[config.mk]
export PLATFORM = sky130hd
export DESIGN_NAME = stream_mux_rr
export DESIGN_NICKNAME = d
export VERILOG_FILES = /design/src/rtl/stream_mux_rr.sv
export SDC_FILE = /design/constraint.sdc
export NUM_CORES = 1
export LEC_CHECK = 0
export ABC_CLOCK_PERIOD_IN_PS = 2300
export BUFFER_PORTS_ARGS = -buffer_cell sky130_fd_sc_hd__clkbuf_2
export CELL_PAD_IN_SITES_DETAIL_PLACEMENT = 1
export CELL_PAD_IN_SITES_GLOBAL_PLACEMENT = 1
export CORE_UTILIZATION = 29
export CTS_BUF_LIST = sky130_fd_sc_hd__clkbuf_4 sky130_fd_sc_hd__clkbuf_8
export DETAILED_ROUTE_END_ITERATION = 8
export PLACE_DENSITY = 0.76
export SYNTH_ARGS = -nofsm -noshare
export SYNTH_HDL_FRONTEND = slang
export SYNTH_SLANG_ARGS = --single-unit
[constraint.sdc]
create_clock -name clk -period 2.3 [get_ports clk]
set_input_delay 0.115 -clock clk [delete_from_list [all_inputs] [get_ports clk]]
set_output_delay 0.115 -clock clk [all_outputs]
set_load 0.1 [all_outputs]
[src/rtl/stream_mux_rr.sv]
// rtl/stream_mux_rr.sv - N-input valid/ready stream multiplexer with selectable arbitration
//
// Merges N producer streams onto one consumer through a one-entry registered
// output stage. Arbitration is external select (mode=0) or round-robin (mode=1).
// Optional packet lock is enabled by defining STREAM_MUX_PKT_LOCK_EN.
//
// Ports:
//   clk        system clock, rising edge
//   rst_n      asynchronous active-low reset
//   mode       0 = external select, 1 = round-robin
//   sel        channel index used when mode=0
//   in_valid   per-channel valid
//   in_ready   per-channel ready (combinational)
//   in_data    channel i occupies bits [i*WIDTH +: WIDTH]
//   in_last    per-channel end-of-packet (STREAM_MUX_PKT_LOCK_EN only)
//   out_valid  output register holds a beat
//   out_ready  consumer accepts beat
//   out_data   registered data
//   out_ch     index of the channel that sourced out_data
//   out_last   registered end-of-packet (STREAM_MUX_PKT_LOCK_EN only)

module stream_mux_rr #(
   parameter int  N     = 4,
   parameter int  WIDTH = 8,
   localparam int SELW  = (N > 1) ? $clog2(N) : 1
) (
   input  logic               clk,
   input  logic               rst_n,
   input  logic               mode,
   input  logic [SELW-1:0]    sel,
   input  logic [N-1:0]       in_valid,
   output logic [N-1:0]       in_ready,
   input  logic [N*WIDTH-1:0] in_data,
`ifdef STREAM_MUX_PKT_LOCK_EN
   input  logic [N-1:0]       in_last,
   output logic               out_last,
`endif
   output logic               out_valid,
   input  logic               out_ready,
   output logic [WIDTH-1:0]   out_data,
   output logic [SELW-1:0]    out_ch
);

   logic [SELW-1:0]  ptr;
   logic [SELW-1:0]  ptr_next;
   logic             load;
   logic             grant_any;
   logic [SELW-1:0]  grant_idx;
   logic [N-1:0]     grant;
   logic [WIDTH-1:0] sel_data;

   // lock_hold forces the grant onto lock_ch; ptr_step says whether this
   // transfer may advance the round-robin pointer.
   logic             lock_hold;
   logic [SELW-1:0]  lock_ch;
   logic             ptr_step;

   // The output register can accept a new beat when empty or being drained.
   assign load = !out_valid || out_ready;

   always_comb begin : arbitrate
      int              idx;
      logic [SELW-1:0] cand;
      grant_any = 1'b0;
      grant_idx = '0;
      idx       = 0;
      cand      = '0;
      if (lock_hold) begin
         if (in_valid[lock_ch]) begin
            grant_any = 1'b1;
            grant_idx = lock_ch;
         end
      end else if (!mode) begin
         if (int'(sel) < N) begin
            if (in_valid[sel]) begin
               grant_any = 1'b1;
               grant_idx = sel;
            end
         end
      end else begin
         // Search ptr, ptr+1, ... with wrap; first valid channel wins.
         for (int k = 0; k < N; k++) begin
            idx = int'(ptr) + k;
            if (idx >= N) begin
               idx = idx - N;
            end
            cand = SELW'(idx);
            if (!grant_any && in_valid[cand]) begin
               grant_any = 1'b1;
               grant_idx = cand;
            end
         end
      end
   end

   always_comb begin
      grant = '0;
      if (grant_any) begin
         grant[grant_idx] = 1'b1;
      end
   end

   assign in_ready = (rst_n && load) ? grant : '0;

   // Equality-selected mux: only the granted lane reaches sel_data, so X on
   // an idle lane cannot leak into the output register.
   always_comb begin
      sel_data = '0;
      for (int i = 0; i < N; i++) begin
         if (grant_idx == SELW'(i)) begin
            sel_data = in_data[i*WIDTH +: WIDTH];
         end
      end
   end

   assign ptr_next = (grant_idx == SELW'(N - 1)) ? '0 : grant_idx + 1'b1;

   always_ff @(posedge clk or negedge rst_n) begin
      if (!rst_n) begin
         out_valid <= 1'b0;
         out_data  <= '0;
         out_ch    <= '0;
         ptr       <= '0;
      end else if (load) begin
         if (grant_any) begin
            out_valid <= 1'b1;
            out_data  <= sel_data;
            out_ch    <= grant_idx;
            if (mode && ptr_step) begin
               ptr <= ptr_next;
            end
         end else begin
            out_valid <= 1'b0;
         end
      end
   end

`ifdef STREAM_MUX_PKT_LOCK_EN
   logic lock_active;
   logic [SELW-1:0] lock_ch_q;

   assign lock_hold = lock_active;
   assign lock_ch   = lock_ch_q;
   // Pointer moves only when a packet completes.
   assign ptr_step  = in_last[grant_idx];

   always_ff @(posedge clk or negedge rst_n) begin
      if (!rst_n) begin
         lock_active <= 1'b0;
         lock_ch_q   <= '0;
         out_last    <= 1'b0;
      end else if (load && grant_any) begin
         out_last    <= in_last[grant_idx];
         lock_active <= !in_last[grant_idx];
         lock_ch_q   <= grant_idx;
      end
   end
`else
   assign lock_hold = 1'b0;
   assign lock_ch   = '0;
   assign ptr_step  = 1'b1;
`endif

endmodule

Word-level counts from Yosys, hierarchy flattened
Index checks and enable logic that the tools add are counted.
W data, S select, Z words.
{"block": "op_classes", "order_cmp": 11, "muxes": 43, "addsub": 8, "n_eq_ne": 3, "n_reduce_logical": 13}
{"cell": "$mux W8", "n": 4}
{"cell": "$mux W2", "n": 15}
{"cell": "$lt A2 B3 Y1 const B", "n": 6}
{"cell": "$mux W1", "n": 16}
{"cell": "$bmux W1 S2", "n": 5}
{"cell": "$ge A3 B3 Y1 const B", "n": 3}
{"cell": "$mux W4", "n": 2}
{"cell": "$sub A2 B1 Y2 const B", "n": 4}
{"cell": "$add A2 B2 Y3 const B", "n": 2}
{"cell": "$logic_and A1 B1 Y1", "n": 5}
{"cell": "$eq A2 B2 Y1 const B", "n": 2}
{"cell": "$logic_not A1 Y1", "n": 4}
{"cell": "$add A2 B1 Y3 const B", "n": 1}
{"cell": "$ge A2 B3 Y1 const B", "n": 1}
{"cell": "$reduce_and A3 Y1", "n": 1}
{"cell": "$add A2 B1 Y2 const B", "n": 1}
{"cell": "$demux W1 S2", "n": 1}
{"cell": "$eq A2 B1 Y1 const B", "n": 1}
{"cell": "$ge A2 B1 Y1 const B", "n": 1}
{"cell": "$logic_not A2 Y1", "n": 1}
{"cell": "$reduce_and A2 Y1", "n": 1}
{"cell": "$logic_or A1 B1 Y1", "n": 1}
{"block": "word_totals", "reg_bits": 13, "out_inout_bits": 15, "inputBits": 42, "wordCells": 82}

Logic depth before layout (Yosys ltp)
Gate-level depths: netlist of the first run.
{"block": "logic_depth", "depth_word": 25, "ltp_mapped": 10, "mapped_depth_nobuf": 9}

Worst setup path after synthesis of the first run
Ideal clock, no wire load.
{"block": "synth_path", "kind": "input to output", "start": "input port in_valid[2]", "end": "output port in_ready[2]", "path_slack_ns": -0.431, "required_time_ns": 2.185, "arrival_time_ns": 2.616, "path_buffers": 1, "stages": 7, "cell_sequence": "or4_1 > a222oi_1 > nor2_1 > nand2_1 > ha_1 > clkbuf_1 > and3_1"}
{"block": "synth_between", "elab_chain_len": 22, "elab_cells_between_ends": 38, "classes_between": "order compare (2); mux (29); reduce/logical (7)"}
{"element": "start: declaration", "line_no": "31", "rtl": "input logic [N-1:0] in_valid,"}
{"element": "$bmux W1 S2", "line_no": "88", "rtl": "if (!grant_any && in_valid[cand]) begin"}
{"element": "$mux W1 (not written as such)", "line_no": "88"}
{"element": "$mux W1", "line_no": "88"}
{"element": "$mux W1", "line_no": "73", "rtl": "end else if (!mode) begin"}
{"element": "$logic_not A1 Y1", "line_no": "88"}
{"element": "$logic_and A1 B1 Y1", "line_no": "88"}
{"element": "$mux W1", "line_no": "88"}
{"element": "$mux W1", "line_no": "73"}
{"element": "(+6 left out)"}
{"element": "$mux W2", "line_no": "88"}
{"element": "$mux W2", "line_no": "73"}
{"element": "$lt A2 B3 Y1 (not written as such) / $ge A2 B1 Y1 (equally long branches)", "line_no": "99", "rtl": "grant[grant_idx] = 1'b1;"}
{"element": "$logic_and A1 B1 Y1 (not written as such)", "line_no": "99"}
{"element": "$mux W1 (not written as such)", "line_no": "99"}
{"element": "$demux W1 S2", "line_no": "99"}
{"element": "$mux W4 (*)", "line_no": "98", "rtl": "if (grant_any) begin"}
{"element": "$mux W4 (*)", "line_no": "103", "rtl": "assign in_ready = (rst_n && load) ? grant : '0;"}
{"element": "end: declaration", "line_no": "32", "rtl": "output logic [N-1:0] in_ready,"}
Mark *: on every way between the ends. The rest lies on a longest branch, timed or not. The select of a mux whose other input is x is not followed.

Worst setup path after layout of the first run
{"block": "layout_path", "start": "register ptr[1]", "end": "register out_data[3]"}
{"block": "layout_between", "elab_chain_len": 24, "elab_cells_between_ends": 55, "classes_between": "add/sub (7); order compare (4); eq/ne (3); mux (33); reduce/logical (8)"}
{"element": "start: declaration", "line_no": "44", "rtl": "logic [SELW-1:0] ptr;"}
{"element": "start signal: assignment", "line_no": "130", "rtl": "ptr <= ptr_next;"}
{"element": "$ge A2 B3 Y1 / $sub A2 B1 Y2 (equally long branches)", "line_no": "84, 85"}
{"element": "$mux W2", "line_no": "84", "rtl": "if (idx >= N) begin"}
{"element": "$mux W2", "line_no": "73"}
{"element": "$bmux W1 S2", "line_no": "88"}
{"element": "$mux W1 (not written as such)", "line_no": "88"}
{"element": "$mux W1", "line_no": "88"}
{"element": "$mux W1", "line_no": "73"}
{"element": "$logic_not A1 Y1", "line_no": "88"}
{"element": "(+5 left out)"}
{"element": "$mux W1", "line_no": "88"}
{"element": "$mux W1", "line_no": "73"}
{"element": "$logic_not A1 Y1", "line_no": "88"}
{"element": "$logic_and A1 B1 Y1", "line_no": "88"}
{"element": "$mux W2", "line_no": "88"}
{"element": "$mux W2", "line_no": "73"}
{"element": "$logic_not A2 Y1", "line_no": "110", "rtl": "if (grant_idx == SELW'(i)) begin"}
{"element": "$mux W8 (4 in a row)", "line_no": "110"}
{"element": "end signal: assignment", "line_no": "127", "rtl": "out_data <= sel_data;"}
{"element": "end: declaration", "line_no": "40", "rtl": "output logic [WIDTH-1:0] out_data,"}
Several ways; a longest one is shown, not always the timed one. The select of a mux whose other input is x is not followed.
A chain may end at the register's enable or synchronous reset.

==> reports/summary.txt, run 1 <==
Sw Ratio -> 0.561
reg2reg setup slack -> -0.12 ns
Die Ht -> 60.8 um
Clock power frac -> 0.080
clock tree root buffer cell -> clkbuf_4
worst ir drop on vdd -> 0.664 mV
share of cells above drive strength 1 -> 0.667
Tot Pwr -> 2.03 mW
clock buffer depth -> 2
worst hold-check path type -> input port to flip-flop
Crit Reg-Reg Startpoint -> ptr[1]$_DFFE_PN0P_
post-route ant nets -> 0
Slew Limit Fails -> 0
status -> complete, but fails checks
Yosys warnings -> 0
PortBufs -> 56
crit path DAT -> 2.60 ns
failing checks -> negative setup slack
Max stage delay on crit path -> 0.43 ns
die footprint -> 3700 um^2
via count -> 1,244
worst reg2reg path endpoint -> out_data[3]$_DFFE_PN0P_
first-pass GRT wire length -> 5520 um
routed len/inst -> 18.6 um
share of synthesized registers carrying an async set or reset -> 1.00
CP Capture Type -> flip-flop
GP Congestion -> 0.770
switching power total -> 1.14 mW
CTS tree -> built
Initial Utilization -> 0.316
RSZ-0062 raised after global routing -> true
Worst Hold End -> out_valid$_DFFE_PN0N_
dominant synthesized flop cell -> dfrtp_1
most frequent cells in the layout -> clkbuf_2 (52), buf_4 (20), nand2_1 (13), dfrtp_1 (13), nor2b_1 (9)
final hold violation count -> 0
sequential fraction of the synthesis area -> 0.324
Worst Setup Start Kind -> flip-flop
Clk pin slew, worst setup/hold paths -> 0.09 ns
FF-to-FF path depth -> 12
Initial DRC Count -> 32
commonest non-fill, non-tap cell in the layout -> clkbuf_2
htree depth -> 1
final worst slack -> -0.125 ns
cell chain of the critical path -> buf_6, nand2_1, a21oi_2, o221ai_2, nand2_2, buf_4, ha_4, buf_12, a21oi_4, o21ai_1, a22o_1, mux2_2
GRT Residual Overflow -> 0
1st-pass router iterations -> 4
required time of the worst setup path -> 2.47 ns
largest net degree at the start of global routing -> 18
gr usage total -> 0.205
Worst Clk Skew -> 0.00860 ns
Final min period -> 2.42 ns
initial antenna violation count -> 0
fmax -> 412 MHz
vias per inst -> 5.34
HP Start -> out_ready
crit path kind -> flip-flop to flip-flop
vias in the first global route -> 1,211
#FFs+latches synth -> 13
Clock Sinks -> 13
relative slew slack -> 0.475
# diodes -> 0
worst path buffer plus inverter count -> 3
slowest cell on the critical path -> dfrtp_1
hold depth -> 3
Post-synth EDFFs -> 0
worst skew pair latency -> 0.29 ns
synthesized instance count -> 108
combinational share of power -> 0.726
synthesized net count -> 154
Die W -> 60.8 um
static leakage -> 0.874 nW
Num CTS Buffers -> 3
crit path max fanout -> 16
Final setup viols -> 10
Post-DP HPWL -> 2860 um
I/O Pins -> 57
kind of cell adding the most delay to the critical path -> compound AO/OA/AOI/OAI gates
fin crit share -> 1.05
Int Pwr -> 0.891 mW
fin cells -> 233
Cell Pwr Density -> 1080 nW/um^2
# Max-Cap Violations -> 0
final wirelength -> 4340 um
Sequential Power Share -> 0.194
placed insts -> 221
Distinct cells, synth -> 29
DRC Markers -> 0
measured slew at the worst slew-check pin -> 0.786 ns
post-synthesis instance area -> 1000 um^2
Final nets -> 236
core box area -> 3180 um^2
row count -> 20
Layout area overhead -> 86.7%
Avg Cell Area, Syn -> 9.29 um^2
cells in the mapped netlist, types with 2 or more instances:
library cell  instances  share of area
nor2b_1              10          0.062
a221oi_1              7          0.061
and3_1                4          0.025
inv_1                 4          0.015
a21oi_1               6          0.030
and2_1                2          0.012
dfrtp_1              13           0.32
clkbuf_1              3          0.011
o221ai_1              2          0.017
mux2_2                6          0.067
o31ai_1               8          0.060
ha_1                  4          0.050
nand2_1              15          0.056
nor2_1                4          0.015
mux2_4                5          0.075
nand2b_1              2          0.012
worst max-delay path by stage:
stage	to	cells after the start	from
finish	out_data[3]$_DFFE_PN0P_	12	ptr[1]$_DFFE_PN0P_
global route	out_data[2]$_DFFE_PN0P_	10	ptr[1]$_DFFE_PN0P_
CTS	out_data[6]$_DFFE_PN0P_	11	ptr[1]$_DFFE_PN0P_
detailed placement	out_data[1]$_DFFE_PN0P_	11	in_valid[2]
global placement	out_data[6]$_DFFE_PN0P_	10	in_valid[2]
floorplan	out_data[0]$_DFFE_PN0P_	9	in_valid[2]
area by class of cell:
cell class,count,area (um^2)
Multi-Input combinational cell,86,856
Inverter,4,15.0
Timing Repair Buffer,82,592
Fill cell,370,1310
Tap cell,44,55.1
Sequential cell,13,325
Clock buffer,4,30.0
layer usage:
layer  part of all wire  GRT usage
met1               0.38      0.240
met2               0.55      0.388
met3              0.040     0.0448
met4              0.027     0.0292
met5                  0          0
flip-flops by register name, summed over array words and instances (netlist names):
name       flops
out_valid      1
ptr            2
out_ch         2
out_data       8
power groups by stage:
stage / Combinational (mW) / Clock, mW / Sequential, mW
2_1_floorplan: 0.387 / 0 / 0.964
3_3_place_gp: 1.27 / 0 / 0.382
3_5_place_dp: 1.30 / 0 / 0.391
4_1_cts: 1.32 / 0.160 / 0.390
5_1_grt: 1.54 / 0.174 / 0.405
6_report: 1.47 / 0.163 / 0.393
worst reg2reg max path, stage by stage, from the launching register on:
cell and delay [ns]:
dfrtp_1 0.43, buf_6 0.15, nand2_1 0.08, a21oi_2 0.07, o221ai_2 0.30, nand2_2 0.13, buf_4 0.17, ha_4 0.17
buf_12 0.16, a21oi_4 0.12, o21ai_1 0.08, a22o_1 0.19, mux2_2 0.26
through the flow:
| step | utilization | hold WS [ns] | area, um^2 | setup slack [ns] | setup TNS [ns] |
|---|---|---|---|---|---|
| 3_5_place_dp | 0.512 | 0.0625 | 1630 | -0.255 | -1.64 |
| 3_3_place_gp | 0.512 | 0.0551 | 1630 | -0.112 | -0.704 |
| 2_1_floorplan | - | -0.181 | 1090 | -0.0853 | -0.646 |
| 5_1_grt | 0.589 | 0.186 | 1870 | -0.210 | -1.77 |
| 6_report | 0.589 | 0.163 | 1870 | -0.125 | -0.946 |
| 4_1_cts | 0.533 | 0.165 | 1690 | -0.000447 | -0.000447 |
cells by family (layout without fill, tap and decap cells):
logic type,count (synthesis),in the layout,synth area share
simple gates,39,39,0.197
mux,12,12,0.152
fa+ha+maj,4,4,0.0499
compound gates,31,31,0.236
buf+inv,9,90,0.0411
flops,13,13,0.324
timing repair:
| item | 4_1_cts | 5_1_grt |
|---|---|---|
| pin swaps | 6 | 4 |
| buffers inserted | 1 | 6 |
| setup endpoints to repair | 12 | 12 |
| endpoints found under the hold margin | 13 | 0 |
| gates resized for setup | 5 | 22 |
| hold buffers | 1 | 0 |
No activity file was read; power rests on OpenSTA's default activity.
==> inputs of run 2 (changes only) <==
- CELL_PAD_IN_SITES_DETAIL_PLACEMENT: 1 -> not set
- CELL_PAD_IN_SITES_GLOBAL_PLACEMENT: 1 -> not set
- CORE_MARGIN: not set -> 4
- CORE_UTILIZATION: 29 -> 41
==> run 2 against run 1 <==
The run still ends with negative setup slack left. First-iteration DRC count decreased by 3.1%. Routed wire length shrank 15%. Clock-buffer cell count unchanged. Global-route usage shrank 0.17 points. Non-clock buffer count shrank 2. Fmax grew 3.4%. Final area fell by 2.4%. Total power decreased by 2.4%. Critical path type is now flip-flop to output port. Critical endpoint is now in_ready[3]. Largest power group unchanged. Highest routed layer unchanged.
==> reports/summary.txt, run 2 (synthesized netlist as in run 1, its figures left out) <==
vias in the first global route -> 1,154 (was 1,211)
Regs by FF count -> out_data: 8 flops, out_ch: 2 flops, ptr: 2 flops (unchanged)
combinational share of power -> 0.721 (was 0.726)
failing checks -> negative setup slack (unchanged)
Num CTS Buffers -> 3 (unchanged)
reg2reg setup slack -> -0.03 ns (was -0.12 ns)
vias per inst -> 5.42 (was 5.34)
largest register by flop count -> out_data (unchanged)
relative slew slack -> 0.495 (was 0.475)
Clk pin slew, worst setup/hold paths -> 0.08 ns (was 0.09 ns)
Final nets -> 234 (was 236)
worst ir drop on vdd -> 1.06 mV (was 0.664 mV)
final hold violation count -> 0 (unchanged)
Fin Setup TNS -> -0.225 ns (was -0.946 ns)
core box area -> 2280 um^2 (was 3180 um^2)
Initial DRC Count -> 31 (was 32)
Worst Clk Skew -> 0.00388 ns (was 0.00860 ns)
clock tree root buffer cell -> clkbuf_4 (unchanged)
HP Start -> out_ready (unchanged)
worst skew pair latency -> 0.28 ns (was 0.29 ns)
commonest non-fill, non-tap cell in the layout -> clkbuf_2 (unchanged)
crit path max fanout -> 5 (was 16)
Clock Sinks -> 13 (unchanged)
I/O Pins -> 57 (unchanged)
switching power total -> 1.11 mW (was 1.14 mW)
DRC Markers -> 0 (unchanged)
share of cells above drive strength 1 -> 0.674 (was 0.667)
Layout area overhead -> 82.2% (was 86.7%)
worst hold-check path type -> input port to flip-flop (unchanged)
post-route ant nets -> 0 (unchanged)
# Max-Cap Violations -> 0 (unchanged)
clock buffer depth -> 2 (unchanged)
# diodes -> 0 (unchanged)
GRT Residual Overflow -> 0 (unchanged)
crit path DAT -> 2.23 ns (was 2.60 ns)
Clock power frac -> 0.077 (was 0.080)
GP Congestion -> 0.811 (was 0.770)
Crit Reg-Reg Startpoint -> ptr[1]$_DFFE_PN0P_ (unchanged)
largest net degree at the start of global routing -> 18 (unchanged)
row count -> 17 (was 20)
initial antenna violation count -> 0 (unchanged)
most frequent cells in the layout -> clkbuf_2 (52), buf_4 (18), nand2_1 (13), dfrtp_1 (12), nor2b_1 (9) (was clkbuf_2 (52), buf_4 (20), nand2_1 (13), dfrtp_1 (13), nor2b_1 (9))
measured slew at the worst slew-check pin -> 0.757 ns (was 0.786 ns)
Worst Hold End -> out_valid$_DFFE_PN0N_ (unchanged)
fin crit share -> 1.02 (was 1.05)
fin cells -> 215 (was 233)
Final min period -> 2.35 ns (was 2.42 ns)
Cell Pwr Density -> 1080 nW/um^2 (about the same)
status -> complete, but fails checks (unchanged)
Slew Limit Fails -> 0 (unchanged)
CP Capture Type -> output port (was flip-flop)
Sequential Power Share -> 0.201 (was 0.194)
worst reg2reg path endpoint -> out_data[3]$_DFFE_PN0P_ (unchanged)
final worst slack -> -0.0451 ns (was -0.125 ns)
crit path kind -> flip-flop to output port (was flip-flop to flip-flop)
placed insts -> 204 (was 221)
Post-DP HPWL -> 2500 um (was 2860 um)
first-pass GRT wire length -> 5270 um (was 5520 um)
required time of the worst setup path -> 2.18 ns (was 2.47 ns)
gr usage total -> 0.203 (was 0.205)
fmax -> 426 MHz (was 412 MHz)
PortBufs -> 56 (unchanged)
die footprint -> 3300 um^2 (was 3700 um^2)
Int Pwr -> 0.868 mW (was 0.891 mW)
Sw Ratio -> 0.562 (was 0.561)
static leakage -> 0.865 nW (was 0.874 nW)
CTS tree -> built (unchanged)
max reg flops -> 8 (unchanged)
1st-pass router iterations -> 4 (unchanged)
routed len/inst -> 17.1 um (was 18.6 um)
hold depth -> 3 (unchanged)
Die Ht -> 57.5 um (was 60.8 um)
Final setup viols -> 8 (was 10)
Die W -> 57.5 um (was 60.8 um)
via count -> 1,166 (was 1,244)
RSZ-0062 raised after global routing -> true (unchanged)
Worst Setup Start Kind -> flip-flop (unchanged)
FF-to-FF path depth -> 10 (was 12)
htree depth -> 1 (unchanged)
final wirelength -> 3670 um (was 4340 um)
Initial Utilization -> 0.441 (was 0.316)
-- run 2: cell type report --
class | count | area (um^2)
Clock buffer | 4 | 30.0
Fill cell | 134 | 448
Inverter | 4 | 15.0
Multi-Input combinational cell | 86 | 862
Sequential cell | 13 | 327
Tap cell | 28 | 35.0
Timing Repair Buffer | 80 | 559
-- run 2: layer usage --
layer,GRT usage,routed length [um]
met1,0.236,1480
met3,0.0520,201
met5,0,0
met2,0.368,1920
met4,0.0497,64
-- run 2: worst max-delay path by stage --
stage                                  start  slack (ns)  cells after the start                       to
after floorplan                  in_valid[2]       -0.09                      9  out_data[0]$_DFFE_PN0P_
after global placement           in_valid[2]       -0.09                     10  out_data[5]$_DFFE_PN0P_
after detailed placement         in_valid[2]       -0.22                     10  out_data[5]$_DFFE_PN0P_
after CTS                 ptr[1]$_DFFE_PN0P_       -0.02                      8              in_ready[3]
after global routing      ptr[1]$_DFFE_PN0P_       -0.13                      9  out_data[5]$_DFFE_PN0P_
final                     ptr[1]$_DFFE_PN0P_       -0.05                      8              in_ready[3]
-- run 2: power groups by stage --
stage	registers (mW)	logic, mW	clock network, mW
finish	0.399	1.43	0.153
floorplan	0.964	0.387	0
detailed placement	0.392	1.27	0
global placement	0.384	1.24	0
CTS	0.390	1.30	0.161
global route	0.414	1.48	0.172
-- run 2: critical path, stage by stage, from the launching register on --
cell and delay [ns]:
dfrtp_2 0.45, o32a_1 0.35, o221ai_4 0.24, and2_4 0.21, buf_6 0.10, ha_4 0.14, buf_6 0.11, and3_4 0.18
buf_12 0.17
-- run 2: per-stage QoR --
| stage | utilization | hold WS (ns) | setup WS (ns) | area, um^2 | total power, mW |
|---|---|---|---|---|---|
| after detailed placement | 0.697 | 0.0646 | -0.215 | 1590 | 1.66 |
| after CTS | 0.731 | 0.154 | -0.0199 | 1660 | 1.85 |
| after global placement | 0.697 | 0.0502 | -0.0930 | 1590 | 1.63 |
| after floorplan | - | -0.181 | -0.0853 | 1090 | 1.35 |
| after global routing | 0.803 | 0.173 | -0.125 | 1830 | 2.07 |
| final | 0.803 | 0.162 | -0.0451 | 1830 | 1.98 |
-- run 2: repair_timing --
action / CTS / global route
setup buffers: 2 / 6
pin swaps: 3 / 8
hold buffers: 1 / 0
setup endpoints to repair: 11 / 12
gates resized for setup: 7 / 24
endpoints found under the hold margin: 13 / 0
==> inputs of run 3 (changes only) <==
- BUFFER_PORTS_ARGS: -buffer_cell sky130_fd_sc_hd__clkbuf_2 -> not set
- CORE_UTILIZATION: 41 -> 50
- DONT_BUFFER_PORTS: not set -> 1
- PLACE_DENSITY: 0.76 -> 0.66
==> run 3 against run 2 <==
The run still ends with negative setup slack left. Clock-buffer cell count decreased by 1. Final cell count decreased by 27%. Combinational power decreased by 48%. Clock skew decreased by 0.0026 ns. Critical path depth increased by 1. Via count decreased by 16%. First-iteration DRC count increased by 6.5%. Flip-flop and latch count unchanged. Critical path type unchanged. Critical endpoint is now in_ready[2].
==> reports/summary.txt, run 3 (synthesized netlist as in run 1, its figures left out) <==
# diodes -> 0 (unchanged)
Cell Pwr Density -> 1210 nW/um^2 (was 1080 nW/um^2)
Layout fillers -> 105 (was 134)
max reg flops -> 8 (unchanged)
Fin Setup TNS -> -0.195 ns (was -0.225 ns)
RSZ-0062 raised after global routing -> true (unchanged)
Worst Setup Start Kind -> flip-flop (unchanged)
routed len/inst -> 22.1 um (was 17.1 um)
placed insts -> 145 (was 204)
status -> complete, but fails checks (unchanged)
CP Capture Type -> output port (unchanged)
row count -> 15 (was 17)
Final min period -> 2.37 ns (was 2.35 ns)
Worst Clk Skew -> 0.00126 ns (was 0.00388 ns)
commonest non-fill, non-tap cell in the layout -> nand2_1 (was clkbuf_2)
fmax -> 422 MHz (was 426 MHz)
1st-pass router iterations -> 5 (was 4)
post-route ant nets -> 0 (unchanged)
measured slew at the worst slew-check pin -> 0.915 ns (was 0.757 ns)
PortBufs -> 0 (was 56)
Initial DRC Count -> 33 (was 31)
fin cells -> 156 (was 215)
CTS tree -> built (unchanged)
worst ir drop on vdd -> 0.896 mV (was 1.06 mV)
failing checks -> negative setup slack (unchanged)
Die Ht -> 52.8 um (was 57.5 um)
Regs by FF count -> out_data: 8 flops, out_ch: 2 flops, ptr: 2 flops (unchanged)
final wirelength -> 3450 um (was 3670 um)
die footprint -> 2790 um^2 (was 3300 um^2)
area of the multi-input gates -> 833 um^2 (was 862 um^2)
initial antenna violation count -> 0 (unchanged)
static leakage -> 0.632 nW (was 0.865 nW)
Final setup viols -> 5 (was 8)
pre-CTS WS -> -0.157 ns (was -0.215 ns)
largest register by flop count -> out_data (unchanged)
Post-DP HPWL -> 2080 um (was 2500 um)
vias per inst -> 6.30 (was 5.42)
worst hold-check path type -> input port to flip-flop (unchanged)
first-pass GRT wire length -> 4190 um (was 5270 um)
Clock Sinks -> 13 (unchanged)
crit path kind -> flip-flop to output port (unchanged)
Clk pin slew, worst setup/hold paths -> 0.09 ns (was 0.08 ns)
crit path DAT -> 2.25 ns (was 2.23 ns)
vias in the first global route -> 899 (was 1,154)
Num CTS Buffers -> 3 (unchanged)
largest net degree at the start of global routing -> 14 (was 18)
final worst slack -> -0.0678 ns (was -0.0451 ns)
relative slew slack -> 0.390 (was 0.495)
DRC Markers -> 0 (unchanged)
WHS -> 0.0329 ns (was 0.162 ns)
final hold violation count -> 0 (unchanged)
gr usage total -> 0.205 (was 0.203)
via count -> 983 (was 1,166)
# Max-Cap Violations -> 0 (unchanged)
crit path max fanout -> 6 (was 5)
Final nets -> 178 (was 234)
required time of the worst setup path -> 2.18 ns (about the same)
core box area -> 1820 um^2 (was 2280 um^2)
htree depth -> 1 (unchanged)
fin crit share -> 1.03 (was 1.02)
FF/Latch Area -> 327 um^2 (unchanged)
clock tree root buffer cell -> clkbuf_4 (unchanged)
share of cells above drive strength 1 -> 0.511 (was 0.674)
Die W -> 52.8 um (was 57.5 um)
Slew Limit Fails -> 0 (unchanged)
final core utilization -> 0.836 (was 0.803)
clock buffer depth -> 2 (unchanged)
most frequent cells in the layout -> nand2_1 (13), dfrtp_1 (12), buf_4 (12), nor2b_1 (9) (was clkbuf_2 (52), buf_4 (18), nand2_1 (13), dfrtp_1 (12), nor2b_1 (9))
Initial Utilization -> 0.551 (was 0.441)
worst skew pair latency -> 0.29 ns (was 0.28 ns)
Layout area overhead -> 51.7% (was 82.2%)
GP Congestion -> 0.785 (was 0.811)
GRT Residual Overflow -> 0 (unchanged)
I/O Pins -> 57 (unchanged)
-- run 3: layer usage --
metal  up-vias  track usage  routed length [um]
met5         -            0                   0
met4         0       0.0383                  85
met3         8       0.0684                 288
met2        52        0.345                1750
met1       474        0.254                1320
li1        449            -                   -
-- run 3: layout make-up --
type / instances / share of cell area
multi-input cells: 86 / 0.547
flip-flops and latches: 13 / 0.214
repair buffers: 24 / 0.190
well taps: 25 / 0.0205
clock buffers: 3 / 0.0148
inverters: 4 / 0.00986
clock inverters: 1 / 0.00329
-- run 3: power breakdown --
group	total, mW	internal, mW	switching (mW)
combinational	0.742	0.395	0.347
clock	0.155	0.0648	0.0906
sequential	0.943	0.310	0.633
-- run 3: critical path: stages (launching register included) --
cell	delay, ns
dfrtp_2	0.46
o32a_1	0.31
o221ai_2	0.20
buf_4	0.18
nand2_4	0.06
buf_6	0.13
ha_4	0.18
buf_8	0.13
and3_4	0.15
buf_12	0.16
-- run 3: repair_timing --
action	CTS	global route
resized for setup	10	20
gates cloned	0	1
hold buffers	1	0
setup buffers	1	4
hold endpoints to repair	13	0
endpoints found under the setup margin	12	12
pin swaps	2	5
-- run 3: metrics by stage --
| stage | instance area (um^2) | power [mW] |
|---|---|---|
| 2_1_floorplan | 1090 | 1.35 |
| 3_3_place_gp | 1270 | 1.47 |
| 3_5_place_dp | 1270 | 1.49 |
| 4_1_cts | 1360 | 1.69 |
| 5_1_grt | 1520 | 1.91 |
| 6_report | 1520 | 1.84 |
-- run 3: path summary, 6_finish.rpt --
kind,startpoint,to,slack (ns),cells past startpoint
worst max-delay path,ptr[1]$_DFFE_PN0P_,in_ready[2],-0.07,9
worst min-delay path,out_ready,out_valid$_DFFE_PN0N_,0.03,2
worst max register to register,ptr[1]$_DFFE_PN0P_,out_data[3]$_DFFE_PN0P_,-0.04,11
worst min register to register,ptr[0]$_DFFE_PN0P_,ptr[0]$_DFFE_PN0P_,0.66,2
max in group asynchronous,rst_n,ptr[1]$_DFFE_PN0P_,1.60,1
min in group asynchronous,rst_n,out_data[5]$_DFFE_PN0P_,0.27,1
